## src/rtl/mult_final_adder_8x8_if.sv

```systemverilog
// rtl/mult_final_adder_8x8_if.sv - operand/result handshake bundle for the final product adder
interface mult_final_adder_8x8_if #(
    parameter int TAG_W = 4
);
    logic             in_valid;
    logic             in_ready;
    logic [15:0]      pp0;
    logic [15:0]      pp1;
    logic [TAG_W-1:0] in_tag;

    logic             out_valid;
    logic             out_ready;
    logic [15:0]      product;
    logic             zero;
    logic [TAG_W-1:0] out_tag;

    modport master (
        output in_valid, pp0, pp1, in_tag, out_ready,
        input  in_ready, out_valid, product, zero, out_tag
    );

    modport slave (
        input  in_valid, pp0, pp1, in_tag, out_ready,
        output in_ready, out_valid, product, zero, out_tag
    );
endinterface

```

## src/rtl/mult_final_adder_8x8.sv

```systemverilog
// rtl/mult_final_adder_8x8.sv - two-stage carry-propagate adder closing the signed 8x8 multiplier
module mult_final_adder_8x8 #(
    parameter int TAG_W = 4
) (
    input  logic                    clk,
    input  logic                    rst,
    mult_final_adder_8x8_if.slave   bus
);
    logic             s1_valid;
    logic [7:0]       s1_lo;
    logic             s1_c8;
    logic [7:0]       s1_hi0;
    logic [7:0]       s1_hi1;
    logic [TAG_W-1:0] s1_tag;

    logic             s2_valid;
    logic [15:0]      s2_product;
    logic             s2_zero;
    logic [TAG_W-1:0] s2_tag;

    logic             s2_free;
    logic             s1_adv;
    logic             in_acc;
    logic [8:0]       lo_full;
    logic [7:0]       hi_sum;

    assign s2_free = !s2_valid || bus.out_ready;
    assign s1_adv  = s1_valid && s2_free;
    assign bus.in_ready = !s1_valid || s2_free;
    assign in_acc  = bus.in_valid && bus.in_ready;

    assign lo_full = {1'b0, bus.pp0[7:0]} + {1'b0, bus.pp1[7:0]};
    // Bit-16 carry is dropped: the tree already folded in the sign-correction constants.
    assign hi_sum  = s1_hi0 + s1_hi1 + {7'd0, s1_c8};

    always_ff @(posedge clk or posedge rst) begin
        if (rst) begin
            s1_valid <= 1'b0;
            s1_lo    <= '0;
            s1_c8    <= 1'b0;
            s1_hi0   <= '0;
            s1_hi1   <= '0;
            s1_tag   <= '0;
        end else if (in_acc) begin
            s1_valid <= 1'b1;
            s1_lo    <= lo_full[7:0];
            s1_c8    <= lo_full[8];
            s1_hi0   <= bus.pp0[15:8];
            s1_hi1   <= bus.pp1[15:8];
            s1_tag   <= bus.in_tag;
        end else if (s1_adv) begin
            s1_valid <= 1'b0;
        end
    end

    always_ff @(posedge clk or posedge rst) begin
        if (rst) begin
            s2_valid   <= 1'b0;
            s2_product <= '0;
            s2_zero    <= 1'b0;
            s2_tag     <= '0;
        end else if (s1_adv) begin
            s2_valid   <= 1'b1;
            s2_product <= {hi_sum, s1_lo};
            s2_zero    <= ({hi_sum, s1_lo} == 16'h0000);
            s2_tag     <= s1_tag;
        end else if (bus.out_ready) begin
            s2_valid   <= 1'b0;
        end
    end

    assign bus.out_valid = s2_valid;
    assign bus.product   = s2_product;
    assign bus.zero      = s2_zero;
    assign bus.out_tag   = s2_tag;
endmodule

```

## src/flat_wrapper.sv

```systemverilog
// flat-port wrapper written by rule: the top's interface ports become plain ports
module mult_final_adder_8x8_flat 
#(
    parameter int TAG_W = 4
)
  (clk, rst, bus_in_valid, bus_pp0, bus_pp1, bus_in_tag, bus_out_ready, bus_in_ready, bus_out_valid, bus_product, bus_zero, bus_out_tag);
  mult_final_adder_8x8_if #(.TAG_W(TAG_W)) bus_i ();
  input  logic clk;
  input  logic rst;
  input wire logic [$bits(bus_i.in_valid)-1:0] bus_in_valid;
  input wire logic [$bits(bus_i.pp0)-1:0] bus_pp0;
  input wire logic [$bits(bus_i.pp1)-1:0] bus_pp1;
  input wire logic [$bits(bus_i.in_tag)-1:0] bus_in_tag;
  input wire logic [$bits(bus_i.out_ready)-1:0] bus_out_ready;
  output wire logic [$bits(bus_i.in_ready)-1:0] bus_in_ready;
  output wire logic [$bits(bus_i.out_valid)-1:0] bus_out_valid;
  output wire logic [$bits(bus_i.product)-1:0] bus_product;
  output wire logic [$bits(bus_i.zero)-1:0] bus_zero;
  output wire logic [$bits(bus_i.out_tag)-1:0] bus_out_tag;
  assign bus_i.in_valid = bus_in_valid;
  assign bus_i.pp0 = bus_pp0;
  assign bus_i.pp1 = bus_pp1;
  assign bus_i.in_tag = bus_in_tag;
  assign bus_i.out_ready = bus_out_ready;
  assign bus_in_ready = bus_i.in_ready;
  assign bus_out_valid = bus_i.out_valid;
  assign bus_product = bus_i.product;
  assign bus_zero = bus_i.zero;
  assign bus_out_tag = bus_i.out_tag;
  mult_final_adder_8x8 #(.TAG_W(TAG_W)) u_core (.clk(clk), .rst(rst), .bus(bus_i));
endmodule
```

## config.mk

```make
export PLATFORM = sky130hd
export DESIGN_NAME = mult_final_adder_8x8_flat
export DESIGN_NICKNAME = d
export VERILOG_FILES = /design/src/rtl/mult_final_adder_8x8_if.sv /design/src/rtl/mult_final_adder_8x8.sv /design/src/flat_wrapper.sv
export SDC_FILE = /design/constraint.sdc
export NUM_CORES = 1
export LEC_CHECK = 0
export CAP_MARGIN = 20
export CELL_PAD_IN_SITES_DETAIL_PLACEMENT = 1
export CELL_PAD_IN_SITES_GLOBAL_PLACEMENT = 2
export CORE_MARGIN = 8
export CORE_UTILIZATION = 34
export DETAILED_ROUTE_END_ITERATION = 10
export MAX_ROUTING_LAYER = met4
export PLACE_DENSITY_LB_ADDON = 0.1
export REMOVE_ABC_BUFFERS = 1
export SYNTH_ARGS = -nofsm -noshare
export SYNTH_HDL_FRONTEND = slang
export SYNTH_SLANG_ARGS = --single-unit
```

## constraint.sdc

```tcl
create_clock -name clk -period 4.95 [get_ports clk]
set_clock_uncertainty 0.2 [all_clocks]
set_input_delay 0.99 -clock clk [delete_from_list [all_inputs] [get_ports clk]]
set_output_delay 0.99 -clock clk [all_outputs]
set_load 0.01 [all_outputs]
```

# Word level (Yosys, flattened, before mapping)
# Cells that the tools add are included.
[totals]
reg_bits = 52
inputBits = 40
output_inout_bits = 23
elab_cells = 26
[op_classes]
addsub = 3
muxes = 4
n_reduce_logical = 9
[ops]
columns = ["op", "count"]
rows = [
  ["$logic_not 16->1", 1],
  ["$add 8x8->9", 1],
  ["$add 8x1->8", 1],
  ["$add 8x8->8", 1],
  ["$mux 1", 4],
  ["$reduce_bool 2->1", 2],
  ["$logic_and 1x1->1", 2],
  ["$logic_not 1->1", 2],
  ["$logic_or 1x1->1", 2],
]

# Logic depth before layout (Yosys ltp)
# Gate-level depths: netlist (run 1).
[logic_depth]
word_depth = 5
depth_mapped = 9
depth_no_buf = 9

# Worst setup path before layout (run 1)
# Ideal clock, no wire load.
[synth_path]
kind = "in2reg"
from = "in bus_pp1[0]"
to = "reg u_core.s1_lo[4]"
setup_time_ps = 125
t_arrival_ps = 2279
required_time_ps = 4625
path_slack_ps = 2346
path_stages = 8
path_buffers = 0
cell_sequence = "ha_1 inv_1 fa_1 nor2b_1 o21a_1 o21ai_0 nor2b_1 mux2_2"
[synth_between]
elab_chain_len = 1
[synth_lines]
columns = ["item", "line", "rtl"]
rows = [
  ["start: declaration", "flat_wrapper.sv:12", "input wire logic [$bits(bus_i.pp1)-1:0] bus_pp1;"],
  ["$add 8x8->9", "mult_final_adder_8x8.sv:32", "assign lo_full = {1'b0, bus.pp0[7:0]} + {1'b0, bus.pp1[7:0]};"],
  ["end signal: assignment", "mult_final_adder_8x8.sv:46", "s1_lo <= lo_full[7:0];"],
  ["end: declaration", "mult_final_adder_8x8.sv:10", "logic [7:0] s1_lo;"],
]
# No other way between the ends.
# A chain may end at the register's enable or synchronous reset.

# Worst setup path after layout (run 1)
[layout_path]
from = "in bus_out_ready"
to = "out bus_in_ready"
[layout_between]
elab_chain_len = 2
[layout_lines]
columns = ["item", "line", "rtl"]
rows = [
  ["start: declaration", "flat_wrapper.sv:14", "input wire logic [$bits(bus_i.out_ready)-1:0] bus_out_ready;"],
  ["$logic_or 1x1->1", "mult_final_adder_8x8.sv:27", "assign s2_free = !s2_valid || bus.out_ready;"],
  ["$logic_or 1x1->1", "mult_final_adder_8x8.sv:29", "assign bus.in_ready = !s1_valid || s2_free;"],
  ["end: declaration", "flat_wrapper.sv:15", "output wire logic [$bits(bus_i.in_ready)-1:0] bus_in_ready;"],
]
# No other way between the ends.

==> results.ini, run 1 <==
[route]
drt_iter0_markers = 32
drt.antenna.violating_nets = 0
via_per_inst = 4.67
dr_total_vias = 1728
routedWlPerCell_um = 15.0
route.detailed.drc = 0
wl_um = 5560
first_pass_iters = 4

[setup_path]
r2r_setup_slack_ns = 2.40
crit_top_cell = clkdlybuf4s50_1
r2r_start = u_core.s1_c8
cp_slowest_cell = clkdlybuf4s50_1
crit_start = bus_out_ready
r2r_end = u_core.bus.zero
cp_max_fo = 4
critical_path.cell_chain = clkdlybuf4s50_1 -> nand3b_1 -> clkdlybuf4s50_1
cp.required_ns = 3.76
critPathKind = primary input to primary output
cp-end-kind = primary output
reg2regPathDepth = 8
endpoint = bus_in_ready
cp_slowest_stage_delay_ns = 0.56
arrival_ns = 2.18
cp-start-kind = primary input

[clock_network]
clockBufferDepth = 2
cts_tree = built
clkLatencyLatePin_ns = 0.30
htree_levels = 2
cts_made_buffers = 5
root_buffer = clkbuf_8
clkSinkCount = 52
clk_pin_slew_worst_paths_ns = 0.09
ctsResizeCount = 0
hold_buffers = 0
post_cts_buffers = 0

[yosys]
avgSynthCellArea_um2 = 12.3
synth-seq-cells = 52
netlist_instances = 202
synth_top_area_cell = dfrtp_1
ys_seq_area_frac = 0.522
synth-xor-area-share = 0.0386
synth_fa_ha_area_frac = 0.0943
synth_top_family_by_area = multiplexers
ys.flop_type = dfrtp_1
synth_top_area_frac = 0.522
synth_area_leaders = dfrtp_1, mux2_2, ha_1
netlist_area_um2 = 2490
yosysUniqueCellTypes = 31
ys_warn_count = 0
synth_edf_count = 0
synthArstFlopShare = 1.00
yosys.area_share.simple = 0.0748
synth_compound_area_frac = 0.0853
synth_mux_area_frac = 0.163

[global_route]
met1_usage = 0.137
grtUsageTotal = 0.120
grt_pass1_vias = 1901
gr-usage-met2 = 0.200
grt_start_max_net_pins = 31
top_usage_layer = met2
antenna_found_initial = 0
grt-ovfl-total = 0
use_met3 = 0.0254
grt_pass1_wl_um = 9420

[run_status]
status = finished clean

[layout]
multi_input_area_um2 = 1140
n_antenna_cell = 0
final_cell_mix = clkdlybuf4s50_1, dfrtp_1, mux2_2
syn_to_final_growth_pct = 36.5
final_cell_area_um2 = 3400
drive_gt1_frac = 0.185
final_nets = 327
final_common_cell = clkdlybuf4s50_1
post-route-util = 0.474
num-fill-cells = 784
final_cells = 370
seqCellArea_um2 = 1300

[timing]
rsz0062_at_grt = no
setup_viol_count_final = 0
fin_crit_sh = 0.681
period_minus_slack_ns = 3.37
finalHoldViolCount = 0
fmax_mhz = 297
relSlewSlack = 0.348
tightest_slew_ns = 0.976
setup_slack_ns = 1.58
tns_ns = 0
maxSlewViolCount = 0

[floorplanning]
die_w_um = 102
die_y_um = 102
die_area_um2 = 10300
ios = 63
initial_utilization = 0.348
fp-row-count = 31
core-area_um2 = 7180

[pwr]
ir_worst_vdd_mv = 0.134
cellLeakagePower_nw = 1.47
power.density_nw_per_um2 = 402

[placed_design]
place_ws_ns = 1.58
routabilityCongestion = 0.769
port_buffers = 62
placed_area_um2 = 3280
dp_cells = 362
hpwl_um = 4560

[flow_run]
maxCapViolations = 0

[min_path]
hold_path_class = flip-flop to flip-flop

Yosys cell counts, drive strengths merged, types with 3 or more instances:
cell    instances
a21o            3
a21oi           8
buf             3
dfrtp          52
fa              3
ha             14
inv             9
mux2           36
nand2          14
nand2b          6
nor2            3
o21ai          16
xnor2           5
xor2            6
report_power, final:
group	internal [mW]	switching [mW]
Clock	0.178	0.132
Sequential	0.527	0.0630
Combinational	0.272	0.196
Total	0.977	0.391
worst min-delay path by stage:
stage                                start                endpoint  slack [ns]  cells past startpoint
floorplan                  u_core.s1_lo[5]         u_core.s1_lo[5]        0.26                      2
global placement    u_core.bus.product[14]  u_core.bus.product[14]        0.28                      2
detailed placement         u_core.s1_lo[5]         u_core.s1_lo[5]        0.29                      2
CTS                        u_core.s1_lo[5]         u_core.s1_lo[5]        0.31                      2
global route               u_core.s1_valid    u_core.bus.out_valid        0.33                      1
finish                     u_core.s1_lo[5]         u_core.s1_lo[5]        0.30                      2
sequential cells by signal (all words and copies together) (netlist names):
signal,flops
u_core.bus.product,16
u_core.s1_tag,4
u_core.s1_valid,1
u_core.s1_hi0,8
u_core.s1_c8,1
u_core.s1_lo,8
u_core.bus.out_valid,1
u_core.bus.zero,1
u_core.s1_hi1,8
u_core.bus.out_tag,4
critical path, delay by kind of cell:
kind	cells	cell delay, ns
buffers and inverters	2	1.02
and+or+nand+nor	1	0.17
cell families after synthesis:
kind of cell / Yosys count
flops: 52
compound gates: 36
mux: 36
simple gates: 36
fa+ha+maj: 17
buf+inv: 14
xor+xnor: 11
metal layers:
layer	up-vias	wire length, um
met4	0	88
met2	39	2810
met3	5	242
met1	842	2420
li1	842	-
met5	-	0
through the flow:
stage                     power (mW)  hold slack [ns]
after CTS                       1.39            0.313
after global routing            1.46            0.333
final                           1.37            0.302
after floorplan                0.834            0.259
after detailed placement        1.08            0.291
after global placement          1.06            0.276
area by class of cell:
type                            instances  area share
Clock inverter                          1     0.00882
Sequential cell                        52       0.382
Inverter                                9     0.00992
Multi-Input combinational cell        136       0.334
Clock buffer                            7      0.0283
Timing Repair Buffer                   66       0.201
Tap cell                               99      0.0364
Power figures use the tool's default switching activity.
==> inputs of run 2 (changes only) <==
--- a/config.mk
+++ b/config.mk
@@ -9,7 +9,7 @@
 export CELL_PAD_IN_SITES_DETAIL_PLACEMENT = 1
 export CELL_PAD_IN_SITES_GLOBAL_PLACEMENT = 2
 export CORE_MARGIN = 8
-export CORE_UTILIZATION = 34
+export CORE_UTILIZATION = 32
 export DETAILED_ROUTE_END_ITERATION = 10
 export MAX_ROUTING_LAYER = met4
 export PLACE_DENSITY_LB_ADDON = 0.1
==> constraint.sdc (replaced) <==
create_clock -name clk -period 3.2 [get_ports clk]
set_clock_uncertainty 0.2 [all_clocks]
set_input_delay 0.64 -clock clk [delete_from_list [all_inputs] [get_ports clk]]
set_output_delay 0.64 -clock clk [all_outputs]
set_load 0.01 [all_outputs]
==> run 2 against run 1 <==
Sequential power increased by 55%. First-iteration DRC count decreased by 44%. Clock power increased by 15%. Count of clock-buffer cells in the layout decreased by 2. Critical path depth unchanged. Utilization decreased by 3.7 points. Register-to-register slack got worse by 1.7 ns. Final area decreased by 1.8%. Die area increased by 5.3%. Non-clock buffer count unchanged. Combinational power increased by 54%. Critical endpoint unchanged. Largest power group unchanged. Highest routed layer unchanged.
==> results.ini, run 2 (synthesis gave the netlist of run 1 again) <==
[layout]
multi_input_area_um2 = 1140  ; unchanged
num-fill-cells = 803  ; was 784
drive_gt1_frac = 0.181  ; was 0.185
largest_reg_flops = 16  ; unchanged
seqCellArea_um2 = 1300  ; unchanged
final_cell_mix = clkdlybuf4s50_1, dfrtp_1, mux2_2  ; unchanged
syn_to_final_growth_pct = 34.1  ; was 36.5%
final_nets = 327  ; unchanged
n_antenna_cell = 0  ; unchanged
final_common_cell = clkdlybuf4s50_1  ; unchanged

[timing]
period_minus_slack_ns = 2.70
whs_ns = 0.302  ; about the same
rsz0062_at_grt = no  ; unchanged
tightest_slew_ns = 0.692  ; was 0.976 ns
tns_ns = 0  ; unchanged
fin_crit_sh = 0.843
finalHoldViolCount = 0  ; unchanged
setup_slack_ns = 0.501  ; was 1.58 ns
relSlewSlack = 0.537  ; was 0.348
setup_viol_count_final = 0  ; unchanged
maxSlewViolCount = 0  ; unchanged
fmax_mhz = 370

[route]
first_pass_iters = 4  ; unchanged
drt.antenna.violating_nets = 0  ; unchanged
route.detailed.drc = 0  ; unchanged
via_per_inst = 4.65  ; was 4.67
routedWlPerCell_um = 15.4  ; was 15.0 um
wl_um = 5720  ; was 5560 um
dr_total_vias = 1731  ; was 1728
drt_iter0_markers = 18  ; was 32

[setup_path]
cp_slowest_stage_delay_ns = 0.57  ; was 0.56 ns
cp-end-kind = primary output  ; unchanged
cp_slowest_cell = clkdlybuf4s50_1  ; unchanged
crit_top_cell = clkdlybuf4s50_1  ; unchanged
cp_max_fo = 4  ; unchanged
critical_path.cell_chain = clkdlybuf4s50_1 -> nand3b_1 -> clkdlybuf4s50_1  ; unchanged
cp.required_ns = 2.36  ; was 3.76 ns
r2r_setup_slack_ns = 0.70  ; was 2.40 ns
arrival_ns = 1.86  ; was 2.18 ns
cp-start-kind = primary input  ; unchanged
critPathKind = primary input to primary output  ; unchanged

[clock_network]
htree_levels = 2  ; unchanged
hold_buffers = 0  ; unchanged
ctsResizeCount = 0  ; unchanged
clkSinkCount = 52  ; unchanged
clk_pin_slew_worst_paths_ns = 0.09  ; about the same
root_buffer = clkbuf_8  ; unchanged
clkLatencyLatePin_ns = 0.30  ; about the same
cts_tree = built  ; unchanged
clockBufferDepth = 2  ; unchanged
post_cts_buffers = 0  ; unchanged
cts_made_buffers = 5  ; unchanged

[floorplanning]
die_y_um = 104  ; was 102 um
ios = 63  ; unchanged
core-area_um2 = 7650  ; was 7180 um^2
die_w_um = 104  ; was 102 um
die_area_um2 = 10900  ; was 10300 um^2
fp-row-count = 32  ; was 31
initial_utilization = 0.326  ; was 0.348

[flow_run]
maxCapViolations = 0  ; unchanged

[placed_design]
hpwl_um = 4430  ; was 4560 um
routabilityCongestion = 0.812  ; was 0.769
place_ws_ns = 0.340  ; was 1.58 ns
port_buffers = 62  ; unchanged

[run_status]
status = finished clean  ; unchanged

[min_path]
hold_path_class = flip-flop to flip-flop  ; unchanged

[global_route]
grt_pass1_wl_um = 10100  ; was 9420 um
grt-ovfl-total = 0  ; unchanged
grt_start_max_net_pins = 36  ; was 31
grt_pass1_vias = 2007  ; was 1901
antenna_found_initial = 0  ; unchanged
grtUsageTotal = 0.116  ; was 0.120

[pwr]
cellLeakagePower_nw = 1.43  ; was 1.47 nW
power.density_nw_per_um2 = 597  ; was 402 nW/um^2
ir_worst_vdd_mv = 0.281  ; was 0.134 mV

-- run 2: routing by layer --
layer / up-vias / track usage / wire length [um]
met5: - / - / 0
met4: 0 / 0.0341 / 53
met3: 5 / 0.0266 / 190
met2: 35 / 0.188 / 2810
met1: 846 / 0.142 / 2660
li1: 845 / - / -
-- run 2: cell type report --
| cell class | count | area share |
|---|---|---|
| Multi-Input combinational cell | 136 | 0.340 |
| Sequential cell | 52 | 0.389 |
| Inverter | 9 | 0.0101 |
| Tap cell | 102 | 0.0382 |
| Timing Repair Buffer | 66 | 0.198 |
| Clock buffer | 5 | 0.0206 |
| Clock inverter | 2 | 0.00374 |
-- run 2: final timing paths --
path / from / endpoint / depth (start not counted)
max: bus_out_ready / bus_in_ready / 3
min: u_core.bus.product[15] / u_core.bus.product[15] / 2
max reg2reg: u_core.s1_c8 / u_core.bus.zero / 8
min reg2reg: u_core.bus.product[15] / u_core.bus.product[15] / 2
max in group asynchronous: rst / u_core.bus.product[8] / 3
min in group asynchronous: rst / u_core.bus.out_tag[1] / 2
-- run 2: per-stage QoR --
| stage | util | area (um^2) | power, mW | cells |
|---|---|---|---|---|
| 2_1_floorplan | - | 2470 | 1.29 | 197 |
| 3_3_place_gp | 0.427 | 3260 | 1.66 | 365 |
| 3_5_place_dp | 0.427 | 3260 | 1.67 | 365 |
| 4_1_cts | 0.437 | 3340 | 2.04 | 372 |
| 5_1_grt | 0.437 | 3340 | 2.14 | 372 |
| 6_report | 0.437 | 3340 | 1.99 | 372 |
-- run 2: where the power goes --
part	switching [mW]	internal [mW]	total (mW)
Sequential	0.101	0.816	0.916
Combinational	0.302	0.418	0.720
Clock	0.210	0.149	0.358
Total	0.613	1.38	1.99
-- run 2: critical path: cells and delay by family --
family                 cells  cell delay, ns
buffers and inverters      2            1.04
AND/OR/NAND/NOR            1            0.18
